File: config.mk
export PLATFORM = sky130hd
export DESIGN_NAME = led_strip_sequencer
export DESIGN_NICKNAME = d
export VERILOG_FILES = /design/src/rtl/led_pkg.sv /design/src/rtl/led_strip_sequencer_pixel_scaler.sv /design/src/rtl/led_strip_sequencer.sv
export SDC_FILE = /design/constraint.sdc
export NUM_CORES = 1
export LEC_CHECK = 0
export BUFFER_PORTS_ARGS = -buffer_cell sky130_fd_sc_hd__buf_2
export CAP_MARGIN = 20
export CORE_AREA = 2 2 143 201
export DETAILED_ROUTE_END_ITERATION = 12
export DIE_AREA = 0 0 145 203
export GPL_ROUTABILITY_DRIVEN = 0
export HOLD_SLACK_MARGIN = 0.1
export PLACE_DENSITY = 0.68
export SETUP_SLACK_MARGIN = 0.4
export SLEW_MARGIN = 20
export SYNTH_ARGS = -nofsm -noshare
export SYNTH_HDL_FRONTEND = slang
export SYNTH_SLANG_ARGS = --single-unit
File: constraint.sdc
create_clock -name i_clk -period 15.2 [get_ports i_clk]
set_input_delay 3.04 -clock i_clk [delete_from_list [all_inputs] [get_ports i_clk]]
set_output_delay 3.04 -clock i_clk [all_outputs]
set_load 0.02 [all_outputs]
File: src/rtl/led_pkg.sv
// Shared types and helpers for the LED strip frame sequencer.
package led_pkg;

  typedef enum logic [2:0] {
    IDLE   = 3'd0,
    FETCH0 = 3'd1,
    LOAD   = 3'd2,
    SEND   = 3'd3,
    LATCH  = 3'd4
  } state_t;

  localparam int DEF_NUM_LEDS     = 60;
  localparam int DEF_BIT_CYCLES   = 61;    // 1220 ns per bit at 50 MHz
  localparam int DEF_LATCH_CYCLES = 3000;  // 60 us strip latch at 50 MHz

  // Frame RAM stores {R,G,B}; the strip expects {G,R,B} on the wire.
  function automatic logic [23:0] rgb_to_grb(input logic [23:0] rgb);
    return {rgb[15:8], rgb[23:16], rgb[7:0]};
  endfunction

endpackage

File: src/rtl/led_strip_sequencer_pixel_scaler.sv
// Combinational per-channel brightness scale followed by RGB->GRB reorder.
module pixel_scaler
  import led_pkg::*;
(
  input  logic [23:0] i_rgb,
  input  logic [7:0]  i_brightness,
  output logic [23:0] o_grb
);

  logic [15:0] w_scale;
  logic [15:0] w_r_prod;
  logic [15:0] w_g_prod;
  logic [15:0] w_b_prod;

  // brightness+1 makes 255 an exact identity after the >>8
  assign w_scale  = {8'd0, i_brightness} + 16'd1;
  assign w_r_prod = {8'd0, i_rgb[23:16]} * w_scale;
  assign w_g_prod = {8'd0, i_rgb[15:8]}  * w_scale;
  assign w_b_prod = {8'd0, i_rgb[7:0]}   * w_scale;

  assign o_grb = rgb_to_grb({w_r_prod[15:8], w_g_prod[15:8], w_b_prod[15:8]});

endmodule

File: src/rtl/led_strip_sequencer.sv
// Frame sequencer: fetches pixels, scales and reorders them, and holds each
// word for 24 bit periods before a low latch interval and a done pulse.
module led_strip_sequencer
  import led_pkg::*;
#(
  parameter int NUM_LEDS     = DEF_NUM_LEDS,
  parameter int BIT_CYCLES   = DEF_BIT_CYCLES,
  parameter int LATCH_CYCLES = DEF_LATCH_CYCLES,
  parameter int ADDR_W       = (NUM_LEDS > 1) ? $clog2(NUM_LEDS) : 1
) (
  input  logic              i_clk,
  input  logic              i_rst,
  input  logic              i_start,
  input  logic [7:0]        i_brightness,
  output logic [ADDR_W-1:0] o_pix_addr,
  output logic              o_pix_rd_en,
  input  logic [23:0]       i_pix_data,
  output logic [23:0]       o_data,
  output logic              o_sending_data,
  output logic              o_word_strobe,
  output logic              o_busy,
  output logic              o_frame_done
);

  localparam int WORD_CYCLES = 24 * BIT_CYCLES;
  localparam int WCNT_W      = $clog2(WORD_CYCLES);
  localparam int LCNT_W      = $clog2(LATCH_CYCLES + 1);

  localparam logic [ADDR_W-1:0] LAST_IDX  = ADDR_W'(NUM_LEDS - 1);
  localparam logic [WCNT_W-1:0] WCNT_LAST = WCNT_W'(WORD_CYCLES - 1);
  localparam logic [LCNT_W-1:0] LCNT_LAST = LCNT_W'(LATCH_CYCLES - 1);
  // With a one-cycle latch the done pulse coincides with entering LATCH.
  localparam logic FD_ON_ENTRY = (LATCH_CYCLES == 1);

  state_t            r_state;
  logic [7:0]        r_bright;
  logic [WCNT_W-1:0] r_wcnt;
  logic [ADDR_W-1:0] r_idx;
  logic [LCNT_W-1:0] r_lcnt;
  logic [23:0]       r_next_word;
  logic [23:0]       r_data;
  logic [ADDR_W-1:0] r_pix_addr;
  logic              r_pix_rd_en;
  logic              r_sending;
  logic              r_word_strobe;
  logic              r_busy;
  logic              r_frame_done;
  logic [23:0]       w_scaled;

  // Single scaler shared by the first-word load and the wcnt==1 prefetch capture
  pixel_scaler u_scaler (
    .i_rgb        (i_pix_data),
    .i_brightness (r_bright),
    .o_grb        (w_scaled)
  );

  // Frame FSM with word/latch counters and all registered outputs
  always_ff @(posedge i_clk or posedge i_rst) begin
    if (i_rst) begin
      r_state       <= IDLE;
      r_bright      <= 8'd0;
      r_wcnt        <= '0;
      r_idx         <= '0;
      r_lcnt        <= '0;
      r_next_word   <= 24'd0;
      r_data        <= 24'd0;
      r_pix_addr    <= '0;
      r_pix_rd_en   <= 1'b0;
      r_sending     <= 1'b0;
      r_word_strobe <= 1'b0;
      r_busy        <= 1'b0;
      r_frame_done  <= 1'b0;
    end else begin
      r_word_strobe <= 1'b0;
      r_frame_done  <= 1'b0;
      r_pix_rd_en   <= 1'b0;
      case (r_state)
        IDLE: begin
          if (i_start) begin
            r_bright    <= i_brightness;
            r_busy      <= 1'b1;
            r_pix_rd_en <= 1'b1;
            r_pix_addr  <= '0;
            r_state     <= FETCH0;
          end
        end
        FETCH0: begin
          r_state <= LOAD;
        end
        LOAD: begin
          r_data        <= w_scaled;
          r_sending     <= 1'b1;
          r_word_strobe <= 1'b1;
          r_wcnt        <= '0;
          r_idx         <= '0;
          // Prefetch pixel 1 so it is read during the first wcnt==0 cycle
          if (LAST_IDX != '0) begin
            r_pix_rd_en <= 1'b1;
            r_pix_addr  <= ADDR_W'(1);
          end
          r_state <= SEND;
        end
        SEND: begin
          if (r_wcnt == WCNT_W'(1)) begin
            r_next_word <= w_scaled;
          end
          if (r_wcnt == WCNT_LAST) begin
            r_wcnt <= '0;
            if (r_idx < LAST_IDX) begin
              r_data        <= r_next_word;
              r_idx         <= r_idx + ADDR_W'(1);
              r_word_strobe <= 1'b1;
              if ((r_idx + ADDR_W'(1)) < LAST_IDX) begin
                r_pix_rd_en <= 1'b1;
                r_pix_addr  <= r_idx + ADDR_W'(2);
              end
            end else begin
              r_sending    <= 1'b0;
              r_data       <= 24'd0;
              r_lcnt       <= '0;
              r_frame_done <= FD_ON_ENTRY;
              r_state      <= LATCH;
            end
          end else begin
            r_wcnt <= r_wcnt + WCNT_W'(1);
          end
        end
        LATCH: begin
          if (r_lcnt == LCNT_LAST) begin
            r_lcnt  <= '0;
            r_busy  <= 1'b0;
            r_state <= IDLE;
          end else begin
            r_lcnt       <= r_lcnt + LCNT_W'(1);
            r_frame_done <= ((r_lcnt + LCNT_W'(1)) == LCNT_LAST);
          end
        end
        default: begin
          r_state <= IDLE;
        end
      endcase
    end
  end

  assign o_pix_addr     = r_pix_addr;
  assign o_pix_rd_en    = r_pix_rd_en;
  assign o_data         = r_data;
  assign o_sending_data = r_sending;
  assign o_word_strobe  = r_word_strobe;
  assign o_busy         = r_busy;
  assign o_frame_done   = r_frame_done;

endmodule
; Word-level counts from Yosys, hierarchy flattened
; Index checks and enable logic that the tools add are counted.
; Widths: inputs -> output; s select.
[totals]
reg_bits = 99
latch_bits = 0
ram_bits = 0
mem_bits_ro = 0
out_inout_bits = 35
elab_cells = 89
n_memories = 0
[classes]
add_sub_neg = 5
mul = 3
n_div = 0
n_lt_le_gt_ge = 2
eq_ne = 14
shift = 0
n_mux = 38
n_bitwise = 0
n_reduce_logical = 14
[ops]
columns = op, n
row1 = $mul 8x16->16, 3
row2 = $mux 24, 2
row3 = $pmux 24 s2, 1
row4 = $mux 12, 3
row5 = $mux 6, 6
row6 = $eq 12x12->1 const B, 2
row7 = $pmux 12 s2, 1
row8 = $pmux 11 s2, 1
row9 = $pmux 6 s3, 1
row10 = $pmux 3 s5, 1
row11 = $add 12x1->12 const B, 1
row12 = $lt 6x6->1 const B, 2
row13 = $mux 1, 12
row14 = $mux 3, 4
row15 = $ne 2x2->1 const B, 6
row16 = $pmux 6 s2, 1
row17 = $reduce_and 3->1, 4
row18 = $add 11x1->11 const B, 1
row19 = $eq 11x1->1 const B, 1
row20 = $eq 11x11->1 const B, 1
row21 = $mux 11, 1
row22 = $add 8x1->9 const B, 1
row23 = $add 6x1->6 const B, 1
row24 = $add 6x2->6 const B, 1
row25 = 11 further kinds, 18

; Depth between registers and ports, before layout
; Gate-level depths: netlist of run 1.
[logic_depth]
depth_word = 6
ltp_mapped = 21
depth_no_buf = 19

; Hierarchy
; A second synthesis of run 1 with hierarchy kept.
[hier_totals]
cells_unflattened = 1221
area_unflattened_um2 = 11230.8
[modules_own_cells]
columns = mod, instances, cells_per_inst, area_per_inst_um2, seq_area_each_um2
row1 = pixel_scaler, 1, 738, 6416.2, 0.0
row2 = led_strip_sequencer, 1, 483, 4814.6, 2477.4

; Worst setup path after synthesis of run 1
; OpenSTA, ideal clock, no wires.
[synth_timing]
path_type = input -> register
startpoint = input i_pix_data[20]
endpoint = register r_next_word[15]
setup_ns = 0.125
arrival_time_ns = 6.987
t_required_ns = 15.075
path_slack_ns = 8.088
stages = 15
path_buffers = 0
cell_sequence = and2_1 fa_1 fa_1 inv_1 fa_1 fa_1 inv_1 ha_1 o21ai_0 a21o_1 or4b_4 a21oi_1 o22ai_1 xnor2_1 mux2_2
[synth_via]
elab_chain_len = 1
[synth_lines]
columns = item, line_no
row1 = start: declaration, led_strip_sequencer.sv:17  ; input logic [23:0] i_pix_data,
row2 = $mul 8x16->16, led_strip_sequencer_pixel_scaler.sv:17  ; assign w_r_prod = {8'd0, i_rgb[23:16]} * w_scale;
row3 = end signal: assignment, led_strip_sequencer.sv:105  ; r_next_word <= w_scaled;
row4 = end: declaration, led_strip_sequencer.sv:40  ; logic [23:0] r_next_word;
; No other way between the ends.
; A chain may end at the register's enable or synchronous reset.

; Worst setup path in the final report of run 1
; Same ends and word-level chain as after synthesis.

==> flow_summary.html, run 1 <==
<table>
<tr><th>Metric</th><th>Value</th></tr>
<tr><th colspan="2">Timing</th></tr>
<tr><td>Worst setup slack after layout</td><td>8.04 ns</td></tr>
<tr><td>Portion of the clock cycle consumed by the worst path in the final layout</td><td>between 40% and 50%</td></tr>
<tr><td>Fmax</td><td>between 100 and 150 MHz</td></tr>
<tr><td>Measured slew at the worst slew-check pin</td><td>approximately 0.94 ns</td></tr>
<tr><td>Relative slew slack</td><td>a little under two fifths</td></tr>
<tr><td>Number of failing hold endpoints at the final stage</td><td>0</td></tr>
<tr><td>Final setup viols</td><td>0</td></tr>
<tr><td>Clk_skew</td><td>between 0.009 and 0.01 ns</td></tr>
<tr><td>Count of pins over their slew limit</td><td>0</td></tr>
<tr><td>Clock period minus final worst setup slack</td><td>7.16 ns</td></tr>
<tr><td>Accumulated negative setup slack</td><td>0 ns</td></tr>
<tr><td>Worst Hold Slack</td><td>0.486 ns</td></tr>
<tr><td>RSZ-0062 raised after global routing</td><td>false</td></tr>
<tr><th colspan="2">Clock tree</th></tr>
<tr><td>Clock input transition at the sequential cells of the worst setup and hold paths</td><td>roughly 0.070 ns</td></tr>
<tr><td>Clock net sink count</td><td>a little under 100</td></tr>
<tr><td>Buffer levels on the longest clock path</td><td>2</td></tr>
<tr><td>Post-CTS resize count</td><td>0</td></tr>
<tr><td># hold bufs at CTS</td><td>0</td></tr>
<tr><td>TritonCTS clock tree</td><td>yes</td></tr>
<tr><td>Clk Latency, worst-skew pair</td><td>about 0.35 ns</td></tr>
<tr><td>Clock root cell</td><td>clkbuf_16</td></tr>
<tr><td>Total setup buffers inserted after CTS</td><td>0</td></tr>
<tr><td>Total CTS buffers</td><td>9</td></tr>
<tr><td>H-tree Lvls</td><td>3</td></tr>
<tr><th colspan="2">Die</th></tr>
<tr><td>Die width</td><td>~150 um</td></tr>
<tr><td>Core Region</td><td>between 20,000 and 30,000 um^2</td></tr>
<tr><td>Number of standard-cell rows in the floorplan</td><td>between 70 and 80</td></tr>
<tr><td>Die height</td><td>a little over 200 um</td></tr>
<tr><td>Count of pins on the block boundary</td><td>70</td></tr>
<tr><td>Initial cell density of the core</td><td>39.6%</td></tr>
<tr><td>Die area</td><td>29,400 um^2</td></tr>
<tr><th colspan="2">Synth</th></tr>
<tr><td>Flip-flop and latch count after synthesis</td><td>99</td></tr>
<tr><td>Multiplexer share of the synthesized area</td><td>approximately 2.2%</td></tr>
<tr><td>Adder-cell area share of the yosys netlist</td><td>between 30% and 40%</td></tr>
<tr><td>Fraction of the mapped netlist area in compound gates</td><td>under 10%</td></tr>
<tr><td>Post-synth EDFFs</td><td>0</td></tr>
<tr><td>Main synth FF type</td><td>dfrtp_1</td></tr>
<tr><td>Sequential cell area fraction in the yosys report</td><td>a little under a quarter</td></tr>
<tr><td>Main combinational cell family by area after synthesis</td><td>adder cells</td></tr>
<tr><td>Post-Synthesis Cells</td><td>around 1,200</td></tr>
<tr><td>Xor and xnor area share after synthesis</td><td>4.03%</td></tr>
<tr><td>Syn_nets</td><td>about 1,400</td></tr>
<tr><td>Average footprint of a synthesized cell</td><td>a little over 9 um^2</td></tr>
<tr><td>Total of warnings raised by yosys</td><td>0</td></tr>
<tr><td>Area share of and/or/nand/nor cells after synthesis</td><td>around a fifth</td></tr>
<tr><td>Cell variety after synth</td><td>54</td></tr>
<tr><td>Async SR Flop Fraction</td><td>100%</td></tr>
<tr><td>Post-Synthesis Cell Area</td><td>~11,000 um^2</td></tr>
<tr><th colspan="2">Setup path</th></tr>
<tr><td>Buffers &amp; Inverters on Critical Path</td><td>3</td></tr>
<tr><td>Largest stage delay on the critical path</td><td>0.57 ns</td></tr>
<tr><td>Required time of the worst setup path</td><td>15.44 ns</td></tr>
<tr><td>Critical path origin</td><td>i_pix_data[20]</td></tr>
<tr><td>Worst reg2reg path depth</td><td>16</td></tr>
<tr><td>Cell family with most CP delay</td><td>adder cells</td></tr>
<tr><td>Critical path startpoint category</td><td>primary input</td></tr>
<tr><td>Internal reg-to-reg setup slack</td><td>~9.4 ns</td></tr>
<tr><td>Reg-to-reg critical path endpoint</td><td>r_next_word[15]</td></tr>
<tr><td>Type of the worst setup path</td><td>in -&gt; reg</td></tr>
<tr><td>Endpoint class of the critical path</td><td>flip-flop</td></tr>
<tr><td>Most frequent cell on the critical path</td><td>fa_1</td></tr>
<tr><td>Critical R2R Launch</td><td>r_bright[0]</td></tr>
<tr><td>Largest fanout of any net on the critical path</td><td>9</td></tr>
<tr><td>CP Cell Sequence</td><td>buf_2 &gt; and2_1 &gt; fa_1 &gt; fa_1 &gt; inv_1 &gt; fa_1 &gt; fa_1 &gt; inv_1 &gt; ha_1 &gt; o21ai_0 &gt; a21o_1 &gt; or4b_4 &gt; a21oi_1 &gt; o22ai_1 &gt; xnor2_1 &gt; mux2_2</td></tr>
<tr><td>CP Data Arrival Time</td><td>about 7.4 ns</td></tr>
<tr><td>Termination of the worst setup path</td><td>r_next_word[15]</td></tr>
<tr><td>Levels on crit path</td><td>16</td></tr>
<tr><td>Worst-path cell with the longest stage delay</td><td>or4b_4</td></tr>
<tr><th colspan="2">Global routing</th></tr>
<tr><td>Vias in the first global route</td><td>about 8,700</td></tr>
<tr><td>Largest net degree at the start of global routing</td><td>53</td></tr>
<tr><td>Remaining global-route overflow</td><td>0</td></tr>
<tr><td>Initial antenna violation count</td><td>1</td></tr>
<tr><td>Overall track demand over capacity in global routing</td><td>17.9%</td></tr>
<tr><td>Global-route wire length before repair</td><td>~44 mm</td></tr>
<tr><th colspan="2">Final layout</th></tr>
<tr><td>Most common cell after layout, fill and taps aside</td><td>inv_1</td></tr>
<tr><td>Layout overhead on the synthesized area</td><td>9.92%</td></tr>
<tr><td>Fraction of layout cells with a size suffix above 1</td><td>between 10% and 20%</td></tr>
<tr><td>Commonest cells after routing, fill and taps aside</td><td>151 x inv_1, 149 x and2_1, 120 x fa_1</td></tr>
<tr><td>Non-filler cells, final</td><td>about 1,600</td></tr>
<tr><td>Fraction of the core area covered by cells at the end of the flow</td><td>43.5%</td></tr>
<tr><td>Final net count</td><td>around 1,500</td></tr>
<tr><th colspan="2">Worst hold path</th></tr>
<tr><td>Hold WC Path Type</td><td>reg -&gt; reg</td></tr>
<tr><td>Number of cells traversed by the worst hold path</td><td>2</td></tr>
<tr><th colspan="2">Place</th></tr>
<tr><td>Placed insts</td><td>between 1,500 and 2,000</td></tr>
<tr><td>Final HPWL DP</td><td>19.1 mm</td></tr>
<tr><td>Port bufs</td><td>69</td></tr>
<tr><td>Pre-CTS WS</td><td>roughly 7.7 ns</td></tr>
<tr><th colspan="2">Drt</th></tr>
<tr><td>Final wirelength</td><td>between 20 and 25 mm</td></tr>
<tr><td>First-pass detailed-route iteration total</td><td>5</td></tr>
<tr><td>Antenna Nets Post-Route</td><td>0</td></tr>
<tr><td>Number of vias per cell</td><td>5.12</td></tr>
<tr><td>DR WL/cell</td><td>between 15 and 20 um</td></tr>
<tr><td>Overall via count from detail_route</td><td>between 8,000 and 9,000</td></tr>
<tr><td>DRC viols</td><td>0</td></tr>
<tr><td>Starting DRC count in detailed routing</td><td>365</td></tr>
<tr><th colspan="2">Outcome</th></tr>
<tr><td>Status</td><td>completed</td></tr>
<tr><th colspan="2">Pwr</th></tr>
<tr><td>Clock share of power</td><td>a little over an eighth</td></tr>
<tr><td>Power density over the cells</td><td>roughly 150 nW/um^2</td></tr>
<tr><td>Sw frac</td><td>47.3%</td></tr>
<tr><td>Worst voltage drop across the vdd grid</td><td>0.0782 mV</td></tr>
<tr><td>Flop pwr share</td><td>21.3%</td></tr>
<tr><td>Share of total power in combinational logic</td><td>between 60% and 70%</td></tr>
<tr><td>Switching power</td><td>just under 900 uW</td></tr>
<tr><td>Power Internal</td><td>around 970 uW</td></tr>
<tr><td>Leakage power of the design</td><td>between 0.005 and 0.006 uW</td></tr>
<tr><th colspan="2">Job</th></tr>
<tr><td>Reported max-cap violation count</td><td>0</td></tr>
</table>
==> cell usage after synthesis, types with 3 or more instances <==
cell type / count / share of area [%]
nand3_1: 30 / 1.4
a21o_1: 8 / 0.55
o21ai_0: 66 / 3.0
a221oi_1: 6 / 0.48
and3_1: 14 / 0.81
and2_2: 7 / 0.48
o22ai_1: 9 / 0.52
o21bai_1: 3 / 0.21
xnor2_1: 31 / 2.5
mux2_2: 19 / 2.0
o21a_1: 4 / 0.28
nor4_1: 3 / 0.17
fa_1: 120 / 22
xor2_1: 19 / 1.5
dfrtp_1: 99 / 23
or3_1: 5 / 0.29
inv_1: 152 / 5.2
a21oi_1: 34 / 1.6
buf_2: 4 / 0.18
ha_1: 104 / 12
a31oi_1: 5 / 0.29
clkbuf_1: 38 / 1.3
nor3_1: 10 / 0.46
nand2b_1: 14 / 0.81
nor2_1: 47 / 1.6
nand2_1: 102 / 3.5
o31ai_1: 12 / 0.83
nor2b_1: 21 / 1.2
nand4_1: 10 / 0.58
and2_1: 149 / 8.6
a211oi_1: 4 / 0.28
o21ai_1: 3 / 0.14
==> worst min path at each step <==
| stage | from | to | slack (ns) |
|---|---|---|---|
| after floorplan | r_next_word[9] | r_next_word[9] | 0.45 |
| after global routing | r_next_word[9] | r_next_word[9] | 0.50 |
| after CTS | r_next_word[6] | r_next_word[6] | 0.49 |
| after global placement | o_busy | o_busy | 0.46 |
| after detailed placement | o_busy | o_busy | 0.47 |
| final | r_next_word[3] | r_next_word[3] | 0.49 |
==> layout make-up <==
cell class	instances	area (um^2)
clock inverters	5	66.3
multi-input cells	887	7670
fillers	2699	15500
flip-flops and latches	99	2480
clock buffers	11	253
inverters	152	573
repair buffers	83	450
well taps	370	463
diodes	1	2.50
==> metal layers <==
| layer | GRT usage (%) | routed length (um) | up-vias |
|---|---|---|---|
| met2 | 31.6 | 12600 | 121 |
| met4 | 5.02 | 413 | 0 |
| met5 | 0 | 0 | - |
| met1 | 23.6 | 11000 | 4138 |
| met3 | 1.75 | 758 | 29 |
| li1 | - | - | 3937 |
==> registers in the layout, summed over array words and instances (netlist names) <==
name	flops
r_idx	6
o_pix_rd_en	1
r_wcnt	11
r_next_word	24
o_word_strobe	1
o_data	24
o_sending_data	1
r_bright	8
o_busy	1
r_lcnt	12
r_state	3
o_pix_addr	6
o_frame_done	1
==> cell families after synthesis <==
| kind of cell | Yosys count |
|---|---|
| multiplexers | 21 |
| XOR/XNOR | 50 |
| buffers and inverters | 194 |
| adder cells (fa/ha/maj) | 224 |
| AO/OA/AOI/OAI | 169 |
| flip-flops | 99 |
| AND/OR/NAND/NOR | 423 |
==> worst reg2reg max path: cells and delay by family, from the launching register on <==
family	cells	cell delay [ns]
adders and majority gates	6	3.16
muxes	1	0.26
and+or+nand+nor	3	0.81
DFF	1	0.42
xor gates and xnor gates	1	0.16
AOI/OAI and AO/OA	3	0.60
buffers and inverters	2	0.29
==> stage by stage <==
stage / area (um^2) / total power, uW
final: 12000 / 1840
after global routing: 12000 / 2070
after CTS: 12000 / 1860
after detailed placement: 11600 / 1600
after global placement: 11600 / 1570
after floorplan: 10900 / 1290
==> power groups by stage <==
stage	clock network [uW]	logic, uW	registers [uW]
final	245	1210	392
after global routing	264	1400	403
after CTS	251	1220	392
after detailed placement	0	1210	396
after global placement	0	1170	395
after floorplan	0	874	419
Note: power is estimated with default switching activity, not from simulation.
==> inputs of run 2 (changes only) <==
==> constraint.sdc (replaced) <==
create_clock -name i_clk -period 6.9 [get_ports i_clk]
set_input_delay 1.38 -clock i_clk [delete_from_list [all_inputs] [get_ports i_clk]]
set_output_delay 1.38 -clock i_clk [all_outputs]
set_load 0.02 [all_outputs]
==> flow_summary.html, run 2 (synthesis gave the netlist of run 1 again) <==
<table>
<tr><th>Metric</th><th>Value</th></tr>
<tr><th colspan="2">Final layout</th></tr>
<tr><td>Filler cell count in the final layout</td><td>2,716 (was 2,699)</td></tr>
<tr><td>Layout overhead on the synthesized area</td><td>9.66% (was 9.92%)</td></tr>
<tr><td>Final net count</td><td>1,491 (unchanged)</td></tr>
<tr><td>Multi-input logic area</td><td>7670 um^2 (unchanged)</td></tr>
<tr><td>Antenna cell count</td><td>0 (was 1)</td></tr>
<tr><td>Commonest cells after routing, fill and taps aside</td><td>151 x inv_1, 149 x and2_1, 120 x fa_1 (unchanged)</td></tr>
<tr><td>Most common cell after layout, fill and taps aside</td><td>inv_1 (unchanged)</td></tr>
<tr><td>Fraction of layout cells with a size suffix above 1</td><td>10.8% (unchanged)</td></tr>
<tr><td>Sequential standard cell area</td><td>2480 um^2 (unchanged)</td></tr>
<tr><th colspan="2">Pwr</th></tr>
<tr><td>Flop pwr share</td><td>21.4% (was 21.3%)</td></tr>
<tr><td>Worst voltage drop across the vdd grid</td><td>0.177 mV (was 0.0782 mV)</td></tr>
<tr><td>Sw frac</td><td>48.1% (was 47.3%)</td></tr>
<tr><td>Leakage power of the design</td><td>0.00595 uW (was 0.00596 uW)</td></tr>
<tr><td>Power Internal</td><td>2090 uW (was 972 uW)</td></tr>
<tr><td>Power density over the cells</td><td>338 nW/um^2 (was 154 nW/um^2)</td></tr>
<tr><td>Switching power</td><td>1930 uW (was 873 uW)</td></tr>
<tr><td>Share of total power in combinational logic</td><td>66.1% (was 65.5%)</td></tr>
<tr><td>Clock share of power</td><td>12.5% (was 13.3%)</td></tr>
<tr><th colspan="2">Timing</th></tr>
<tr><td>RSZ-0062 raised after global routing</td><td>false (unchanged)</td></tr>
<tr><td>Relative slew slack</td><td>36.8% (was 37.1%)</td></tr>
<tr><td>Accumulated negative setup slack</td><td>0 ns (unchanged)</td></tr>
<tr><td>Portion of the clock cycle consumed by the worst path in the final layout</td><td>82.2%</td></tr>
<tr><td>Count of pins over their slew limit</td><td>0 (unchanged)</td></tr>
<tr><td>Final setup viols</td><td>0 (unchanged)</td></tr>
<tr><td>Clk_skew</td><td>0.0136 ns (was 0.00942 ns)</td></tr>
<tr><td>Worst setup slack after layout</td><td>1.23 ns (was 8.04 ns)</td></tr>
<tr><td>Number of failing hold endpoints at the final stage</td><td>0 (unchanged)</td></tr>
<tr><td>Fmax</td><td>176 MHz</td></tr>
<tr><td>Measured slew at the worst slew-check pin</td><td>0.946 ns (was 0.941 ns)</td></tr>
<tr><td>Worst Hold Slack</td><td>0.479 ns (was 0.486 ns)</td></tr>
<tr><td>Clock period minus final worst setup slack</td><td>roughly 5.7 ns</td></tr>
<tr><th colspan="2">Die</th></tr>
<tr><td>Die area</td><td>29,400 um^2 (unchanged)</td></tr>
<tr><td>Count of pins on the block boundary</td><td>70 (unchanged)</td></tr>
<tr><td>Number of standard-cell rows in the floorplan</td><td>72 (unchanged)</td></tr>
<tr><td>Initial cell density of the core</td><td>39.6% (unchanged)</td></tr>
<tr><td>Die height</td><td>203 um (unchanged)</td></tr>
<tr><td>Die width</td><td>145 um (unchanged)</td></tr>
<tr><td>Core Region</td><td>27,500 um^2 (unchanged)</td></tr>
<tr><th colspan="2">Drt</th></tr>
<tr><td>Final wirelength</td><td>25.1 mm (was 24.8 mm)</td></tr>
<tr><td>Antenna Nets Post-Route</td><td>0 (unchanged)</td></tr>
<tr><td>Starting DRC count in detailed routing</td><td>465 (was 365)</td></tr>
<tr><td>DR WL/cell</td><td>15.6 um (was 15.4 um)</td></tr>
<tr><td>DRC viols</td><td>0 (unchanged)</td></tr>
<tr><td>First-pass detailed-route iteration total</td><td>7 (was 5)</td></tr>
<tr><td>Overall via count from detail_route</td><td>8,235 (was 8,225)</td></tr>
<tr><td>Number of vias per cell</td><td>5.12 (about the same)</td></tr>
<tr><th colspan="2">Clock tree</th></tr>
<tr><td>TritonCTS clock tree</td><td>yes (unchanged)</td></tr>
<tr><td>Clock root cell</td><td>clkbuf_16 (unchanged)</td></tr>
<tr><td>Post-CTS resize count</td><td>0 (unchanged)</td></tr>
<tr><td>H-tree Lvls</td><td>3 (unchanged)</td></tr>
<tr><td>Clock input transition at the sequential cells of the worst setup and hold paths</td><td>0.08 ns (was 0.07 ns)</td></tr>
<tr><td># hold bufs at CTS</td><td>0 (unchanged)</td></tr>
<tr><td>Clock net sink count</td><td>99 (unchanged)</td></tr>
<tr><td>Buffer levels on the longest clock path</td><td>2 (unchanged)</td></tr>
<tr><td>Clk Latency, worst-skew pair</td><td>0.36 ns (was 0.35 ns)</td></tr>
<tr><td>Total setup buffers inserted after CTS</td><td>0 (unchanged)</td></tr>
<tr><td>Total CTS buffers</td><td>9 (unchanged)</td></tr>
<tr><th colspan="2">Global routing</th></tr>
<tr><td>Overall track demand over capacity in global routing</td><td>17.9% (about the same)</td></tr>
<tr><td>Remaining global-route overflow</td><td>0 (unchanged)</td></tr>
<tr><td>Largest net degree at the start of global routing</td><td>67 (was 53)</td></tr>
<tr><td>Global-route wire length before repair</td><td>43.2 mm (was 43.6 mm)</td></tr>
<tr><td>Initial antenna violation count</td><td>0 (was 1)</td></tr>
<tr><td>Vias in the first global route</td><td>8,576 (was 8,715)</td></tr>
<tr><th colspan="2">Setup path</th></tr>
<tr><td>Critical R2R Launch</td><td>r_bright[0] (unchanged)</td></tr>
<tr><td>Largest fanout of any net on the critical path</td><td>23 (was 9)</td></tr>
<tr><td>Reg-to-reg critical path endpoint</td><td>r_next_word[15] (unchanged)</td></tr>
<tr><td>Internal reg-to-reg setup slack</td><td>1.23 ns (was 9.39 ns)</td></tr>
<tr><td>Required time of the worst setup path</td><td>7.15 ns (was 15.44 ns)</td></tr>
<tr><td>Worst reg2reg path depth</td><td>18 (was 16)</td></tr>
<tr><td>Endpoint class of the critical path</td><td>flip-flop (unchanged)</td></tr>
<tr><td>Type of the worst setup path</td><td>reg -&gt; reg (was in -&gt; reg)</td></tr>
<tr><td>Critical path startpoint category</td><td>flip-flop (was primary input)</td></tr>
<tr><td>CP Data Arrival Time</td><td>5.93 ns (was 7.40 ns)</td></tr>
<tr><th colspan="2">Worst hold path</th></tr>
<tr><td>Hold WC Path Type</td><td>reg -&gt; reg (unchanged)</td></tr>
<tr><td>Number of cells traversed by the worst hold path</td><td>2 (unchanged)</td></tr>
<tr><td>Endpoint, Worst Hold</td><td>o_data[10] (was r_next_word[3])</td></tr>
<tr><td>Critical hold path startpoint</td><td>o_data[10] (was r_next_word[3])</td></tr>
<tr><th colspan="2">Outcome</th></tr>
<tr><td>Status</td><td>completed (unchanged)</td></tr>
<tr><th colspan="2">Job</th></tr>
<tr><td>Reported max-cap violation count</td><td>0 (unchanged)</td></tr>
<tr><th colspan="2">Place</th></tr>
<tr><td>Port bufs</td><td>69 (unchanged)</td></tr>
<tr><td>Final HPWL DP</td><td>19.5 mm (was 19.1 mm)</td></tr>
<tr><td>Pre-CTS WS</td><td>1.04 ns (was 7.67 ns)</td></tr>
</table>
run 2: changes by cell type in the layout (fill, tap and decap cells not counted):
cell	delta
clkbuf_8	-1
bufinv_16	-1
clkinv_4	+2
inv_6	+1
diode_2	-1
clkinvlp_4	-1
run 2: area by class of cell:
type | instances | share of cell area, %
multi-input cells | 887 | 64.3
flip-flops and latches | 99 | 20.8
inverters | 152 | 4.80
well taps | 370 | 3.88
repair buffers | 83 | 3.78
clock buffers | 10 | 2.00
clock inverters | 6 | 0.462
run 2: worst max path at each step:
stage	from	to	slack [ns]	depth (start not counted)
floorplan	i_pix_data[20]	r_next_word[15]	1.45	15
global placement	i_pix_data[20]	r_next_word[15]	1.09	16
detailed placement	i_pix_data[20]	r_next_word[15]	1.04	16
CTS	r_bright[1]	o_data[22]	1.18	17
global route	r_bright[0]	r_next_word[15]	0.83	18
finish	r_bright[0]	r_next_word[15]	1.23	18
run 2: routing by layer:
metal	GRT usage, %	share of wire, %
met1	23.0	44
met2	31.9	51
met3	2.22	3.7
met4	4.49	1.5
met5	0	0
run 2: worst max-delay path, cell delays in order, from the launching register on:
cell     delay, ns
dfrtp_1       0.35
buf_4         0.27
nand2_1       0.08
nor2_1        0.14
xor2_1        0.43
buf_4         0.33
and2_1        0.17
fa_1          0.44
fa_1          0.53
fa_1          0.55
inv_1         0.05
fa_1          0.54
inv_1         0.04
ha_1          0.33
or4b_4        0.52
a21oi_1       0.22
o22ai_1       0.16
xnor2_1       0.15
mux2_2        0.26
run 2: per-stage QoR:
step,total power [uW],utilization [%],instance area [um^2],std cells
2_1_floorplan,2850,-,10900,1180
3_5_place_dp,3540,42.3,11600,1591
4_1_cts,4070,43.4,11900,1607
5_1_grt,4500,43.4,11900,1607
6_report,4030,43.4,11900,1607
3_3_place_gp,3460,42.3,11600,1591
run 2: power groups by stage:
stage | Clock (uW) | Combinational [uW] | Sequential (uW)
2_1_floorplan | 0 | 1930 | 922
3_3_place_gp | 0 | 2590 | 866
3_5_place_dp | 0 | 2670 | 871
4_1_cts | 515 | 2700 | 861
5_1_grt | 537 | 3080 | 883
6_report | 503 | 2660 | 862
==> inputs of run 3 (changes only) <==
--- a/config.mk
+++ b/config.mk
@@ -5,11 +5,12 @@
 export SDC_FILE = /design/constraint.sdc
 export NUM_CORES = 1
 export LEC_CHECK = 0
+export ABC_AREA = 1
 export BUFFER_PORTS_ARGS = -buffer_cell sky130_fd_sc_hd__buf_2
 export CAP_MARGIN = 20
-export CORE_AREA = 2 2 143 201
+export CORE_AREA = 2 2 147 207
 export DETAILED_ROUTE_END_ITERATION = 12
-export DIE_AREA = 0 0 145 203
+export DIE_AREA = 0 0 149 209
 export GPL_ROUTABILITY_DRIVEN = 0
 export HOLD_SLACK_MARGIN = 0.1
 export PLACE_DENSITY = 0.68
==> constraint.sdc (replaced) <==
create_clock -name i_clk -period 5.75 [get_ports i_clk]
set_input_delay 1.15 -clock i_clk [delete_from_list [all_inputs] [get_ports i_clk]]
set_output_delay 1.15 -clock i_clk [all_outputs]
set_load 0.02 [all_outputs]
==> flow_summary.html, run 3 <==
<table>
<tr><th>Metric</th><th>Value</th></tr>
<tr><th colspan="2">Synth</th></tr>
<tr><td>Library cell with the highest instance count after synthesis</td><td>nand2_1 (was inv_1)</td></tr>
<tr><td>Biggest area contributors in the synthesized netlist</td><td>dfrtp_1 21%, fa_1 21%, ha_1 11% (was dfrtp_1 23%, fa_1 22%, ha_1 12%)</td></tr>
<tr><td>Flip-flop and latch count after synthesis</td><td>99 (unchanged)</td></tr>
<tr><td>Cell variety after synth</td><td>44 (was 54)</td></tr>
<tr><td>Syn_nets</td><td>1,816 (was 1,439)</td></tr>
<tr><td>Share of Yosys cell area claimed by the top area cell type</td><td>21.4% (was 22.8%)</td></tr>
<tr><td>Cell accounting for the most synthesized area</td><td>dfrtp_1 (unchanged)</td></tr>
<tr><td>Post-Synthesis Cells</td><td>1,557 (was 1,180)</td></tr>
<tr><td>Async SR Flop Fraction</td><td>100% (unchanged)</td></tr>
<tr><td>Top cell types by occurrence after synthesis</td><td>335 x nand2_1, 287 x inv_1, 251 x nor2_1 (was 152 x inv_1, 149 x and2_1, 120 x fa_1)</td></tr>
<tr><td>Total of warnings raised by yosys</td><td>0 (unchanged)</td></tr>
<tr><td>Post-Synthesis Cell Area</td><td>11,600 um^2 (was 10,900 um^2)</td></tr>
<tr><td>Sequential cell area fraction in the yosys report</td><td>21.4% (was 22.8%)</td></tr>
<tr><td>Main synth FF type</td><td>dfrtp_1 (unchanged)</td></tr>
<tr><td>Average footprint of a synthesized cell</td><td>7.43 um^2 (was 9.22 um^2)</td></tr>
<tr><td>Post-synth EDFFs</td><td>0 (unchanged)</td></tr>
<tr><th colspan="2">Global routing</th></tr>
<tr><td>Initial antenna violation count</td><td>1 (was 0)</td></tr>
<tr><td>Global-route wire length before repair</td><td>49.2 mm (was 43.2 mm)</td></tr>
<tr><td>Largest net degree at the start of global routing</td><td>61 (was 67)</td></tr>
<tr><td>Remaining global-route overflow</td><td>0 (unchanged)</td></tr>
<tr><td>Routing usage on met3</td><td>2.84% (was 2.22%)</td></tr>
<tr><td>Met2 layer usage reported by global route</td><td>34.4% (was 31.9%)</td></tr>
<tr><td>Met1 Usage GRT</td><td>22.9% (was 23.0%)</td></tr>
<tr><td>Overall track demand over capacity in global routing</td><td>19.4% (was 17.9%)</td></tr>
<tr><td>Highest-utilization routing layer at the global route stage</td><td>met2 (unchanged)</td></tr>
<tr><td>Vias in the first global route</td><td>10,415 (was 8,576)</td></tr>
<tr><th colspan="2">Timing</th></tr>
<tr><td>Count of pins over their slew limit</td><td>0 (unchanged)</td></tr>
<tr><td>Fmax</td><td>196 MHz (was 176 MHz)</td></tr>
<tr><td>RSZ-0062 raised after global routing</td><td>true (was false)</td></tr>
<tr><td>Portion of the clock cycle consumed by the worst path in the final layout</td><td>88.8% (was 82.2%)</td></tr>
<tr><td>Clock period minus final worst setup slack</td><td>5.11 ns (was 5.67 ns)</td></tr>
<tr><td>Relative slew slack</td><td>33.6% (was 36.8%)</td></tr>
<tr><td>Accumulated negative setup slack</td><td>0 ns (unchanged)</td></tr>
<tr><td>Clk_skew</td><td>0.00985 ns (was 0.0136 ns)</td></tr>
<tr><td>Number of failing hold endpoints at the final stage</td><td>0 (unchanged)</td></tr>
<tr><td>Measured slew at the worst slew-check pin</td><td>0.994 ns (was 0.946 ns)</td></tr>
<tr><td>Final setup viols</td><td>0 (unchanged)</td></tr>
<tr><th colspan="2">Setup path</th></tr>
<tr><td>Required time of the worst setup path</td><td>6.03 ns (was 7.15 ns)</td></tr>
<tr><td>CP Data Arrival Time</td><td>5.38 ns (was 5.93 ns)</td></tr>
<tr><td>Critical path startpoint category</td><td>flip-flop (unchanged)</td></tr>
<tr><td>Endpoint class of the critical path</td><td>flip-flop (unchanged)</td></tr>
<tr><td>Largest stage delay on the critical path</td><td>0.54 ns (was 0.55 ns)</td></tr>
<tr><td>Critical R2R Launch</td><td>r_bright[0] (unchanged)</td></tr>
<tr><td>Largest fanout of any net on the critical path</td><td>15 (was 23)</td></tr>
<tr><td>CP Cell Sequence</td><td>ha_1 &gt; xor2_1 &gt; clkinvlp_4 &gt; buf_12 &gt; nor2_1 &gt; fa_1 &gt; fa_1 &gt; fa_1 &gt; inv_1 &gt; fa_1 &gt; inv_1 &gt; ha_1 &gt; a21o_1 &gt; a21oi_1 &gt; nand2_1 &gt; nand2_1 &gt; nand2_1 &gt; nand2_1 &gt; nand3_1 &gt; a21oi_1 (was buf_4 &gt; nand2_1 &gt; nor2_1 &gt; xor2_1 &gt; buf_4 &gt; and2_1 &gt; fa_1 &gt; fa_1 &gt; fa_1 &gt; inv_1 &gt; fa_1 &gt; inv_1 &gt; ha_1 &gt; or4b_4 &gt; a21oi_1 &gt; o22ai_1 &gt; xnor2_1 &gt; mux2_2)</td></tr>
<tr><td>Worst-path cell with the longest stage delay</td><td>fa_1 (unchanged)</td></tr>
<tr><td>Type of the worst setup path</td><td>reg -&gt; reg (unchanged)</td></tr>
<tr><td>Internal reg-to-reg setup slack</td><td>0.64 ns (was 1.23 ns)</td></tr>
<tr><td>Worst reg2reg path depth</td><td>20 (was 18)</td></tr>
<tr><td>Critical path origin</td><td>r_bright[0] (unchanged)</td></tr>
<tr><td>Reg-to-reg critical path endpoint</td><td>o_data[21] (was r_next_word[15])</td></tr>
<tr><th colspan="2">Clock tree</th></tr>
<tr><td># hold bufs at CTS</td><td>0 (unchanged)</td></tr>
<tr><td>TritonCTS clock tree</td><td>yes (unchanged)</td></tr>
<tr><td>Clock net sink count</td><td>99 (unchanged)</td></tr>
<tr><td>Clk Latency, worst-skew pair</td><td>0.36 ns (about the same)</td></tr>
<tr><td>Clock root cell</td><td>clkbuf_16 (unchanged)</td></tr>
<tr><td>H-tree Lvls</td><td>3 (unchanged)</td></tr>
<tr><td>Buffer levels on the longest clock path</td><td>2 (unchanged)</td></tr>
<tr><td>Clock input transition at the sequential cells of the worst setup and hold paths</td><td>0.07 ns (was 0.08 ns)</td></tr>
<tr><td>Total CTS buffers</td><td>9 (unchanged)</td></tr>
<tr><th colspan="2">Final layout</th></tr>
<tr><td>Sequential standard cell area</td><td>2480 um^2 (unchanged)</td></tr>
<tr><td>Multi-input logic area</td><td>7870 um^2 (was 7670 um^2)</td></tr>
<tr><td>Layout overhead on the synthesized area</td><td>10.4% (was 9.66%)</td></tr>
<tr><td>Commonest cells after routing, fill and taps aside</td><td>333 x nand2_1, 284 x inv_1, 247 x nor2_1 (was 151 x inv_1, 149 x and2_1, 120 x fa_1)</td></tr>
<tr><td>Fraction of layout cells with a size suffix above 1</td><td>8.83% (was 10.8%)</td></tr>
<tr><td>Most common cell after layout, fill and taps aside</td><td>nand2_1 (was inv_1)</td></tr>
<tr><td>Final net count</td><td>1,885 (was 1,491)</td></tr>
<tr><td>Antenna cell count</td><td>0 (unchanged)</td></tr>
<tr><td>Filler cell count in the final layout</td><td>2,971 (was 2,716)</td></tr>
<tr><th colspan="2">Die</th></tr>
<tr><td>Die width</td><td>149 um (was 145 um)</td></tr>
<tr><td>Die area</td><td>31,100 um^2 (was 29,400 um^2)</td></tr>
<tr><td>Number of standard-cell rows in the floorplan</td><td>75 (was 72)</td></tr>
<tr><td>Core Region</td><td>29,500 um^2 (was 27,500 um^2)</td></tr>
<tr><td>Count of pins on the block boundary</td><td>70 (unchanged)</td></tr>
<tr><td>Die height</td><td>209 um (was 203 um)</td></tr>
<tr><td>Initial cell density of the core</td><td>39.2% (was 39.6%)</td></tr>
<tr><th colspan="2">Drt</th></tr>
<tr><td>First-pass detailed-route iteration total</td><td>5 (was 7)</td></tr>
<tr><td>Antenna Nets Post-Route</td><td>0 (unchanged)</td></tr>
<tr><td>Final wirelength</td><td>28.6 mm (was 25.1 mm)</td></tr>
<tr><td>Number of vias per cell</td><td>5.00 (was 5.12)</td></tr>
<tr><td>Starting DRC count in detailed routing</td><td>500 (was 465)</td></tr>
<tr><td>DR WL/cell</td><td>14.2 um (was 15.6 um)</td></tr>
<tr><td>Overall via count from detail_route</td><td>10,083 (was 8,235)</td></tr>
<tr><td>DRC viols</td><td>0 (unchanged)</td></tr>
<tr><th colspan="2">Place</th></tr>
<tr><td>Final HPWL DP</td><td>23.4 mm (was 19.5 mm)</td></tr>
<tr><td>Port bufs</td><td>69 (unchanged)</td></tr>
<tr><th colspan="2">Job</th></tr>
<tr><td>Reported max-cap violation count</td><td>0 (unchanged)</td></tr>
<tr><th colspan="2">Outcome</th></tr>
<tr><td>Status</td><td>completed (unchanged)</td></tr>
<tr><th colspan="2">Worst hold path</th></tr>
<tr><td>Critical hold path startpoint</td><td>r_next_word[3] (was o_data[10])</td></tr>
<tr><td>Endpoint, Worst Hold</td><td>r_next_word[3] (was o_data[10])</td></tr>
<tr><td>Hold WC Path Type</td><td>reg -&gt; reg (unchanged)</td></tr>
<tr><td>Number of cells traversed by the worst hold path</td><td>2 (unchanged)</td></tr>
</table>
-- run 3: layer usage --
layer  up-vias  wire length (um)
met4         2              1310
met3        67              1300
met2       264             14400
met1      4799             11600
li1       4951                 -
met5         -                11
-- run 3: how the worst max path moves through the flow --
stage	end	slack, ns	cells after the start
floorplan	o_data[6]	0.85	23
global placement	o_data[21]	0.62	19
detailed placement	o_data[21]	0.59	19
CTS	o_data[21]	0.60	24
global route	o_data[14]	0.38	22
finish	o_data[21]	0.64	20
-- run 3: cell type report --
class / count / share of cell area (%)
clock inverters: 5 / 0.294
multi-input cells: 1129 / 61.6
repair buffers: 90 / 4.07
inverters: 297 / 8.85
clock buffers: 11 / 1.98
well taps: 385 / 3.77
flip-flops and latches: 99 / 19.4
-- run 3: logic make-up after synthesis --
kind of cell    Yosys count  synth area share, %
flops                    99                 21.4
compound gates          151                 7.64
simple gates            729                 25.9
fa+ha+maj               224                 32.0
xor+xnor                 24                 1.82
mux                       1               0.0974
buf+inv                 329                 11.1
-- run 3: per-stage QoR --
| stage | hold WS [ns] | util (%) | cells | setup WS [ns] | instance area (um^2) |
|---|---|---|---|---|---|
| CTS | 0.483 | 42.9 | 2013 | 0.597 | 12600 |
| finish | 0.480 | 43.3 | 2016 | 0.645 | 12800 |
| detailed placement | 0.465 | 41.9 | 1997 | 0.585 | 12400 |
| floorplan | 0.449 | - | 1557 | 0.851 | 11600 |
| global placement | 0.462 | 41.9 | 1997 | 0.617 | 12400 |
| global route | 0.499 | 43.3 | 2016 | 0.377 | 12800 |
-- run 3: what timing repair did --
action / CTS / global route
buffers inserted: 0 / 3
gates resized for setup: 0 / 23
endpoints found under the setup margin: 0 / 35
-- run 3: critical path: cells and delay by family (launching register included) --
family	cells	cell delay, ns
buf+inv	4	0.51
compound gates	3	0.52
flops	1	0.41
xor+xnor	1	0.36
simple gates	6	0.53
fa+ha+maj	6	2.66
Power of run 3 is not shown: default switching activity piles up to over one toggle a cycle in this logic, so the estimate is an artifact.
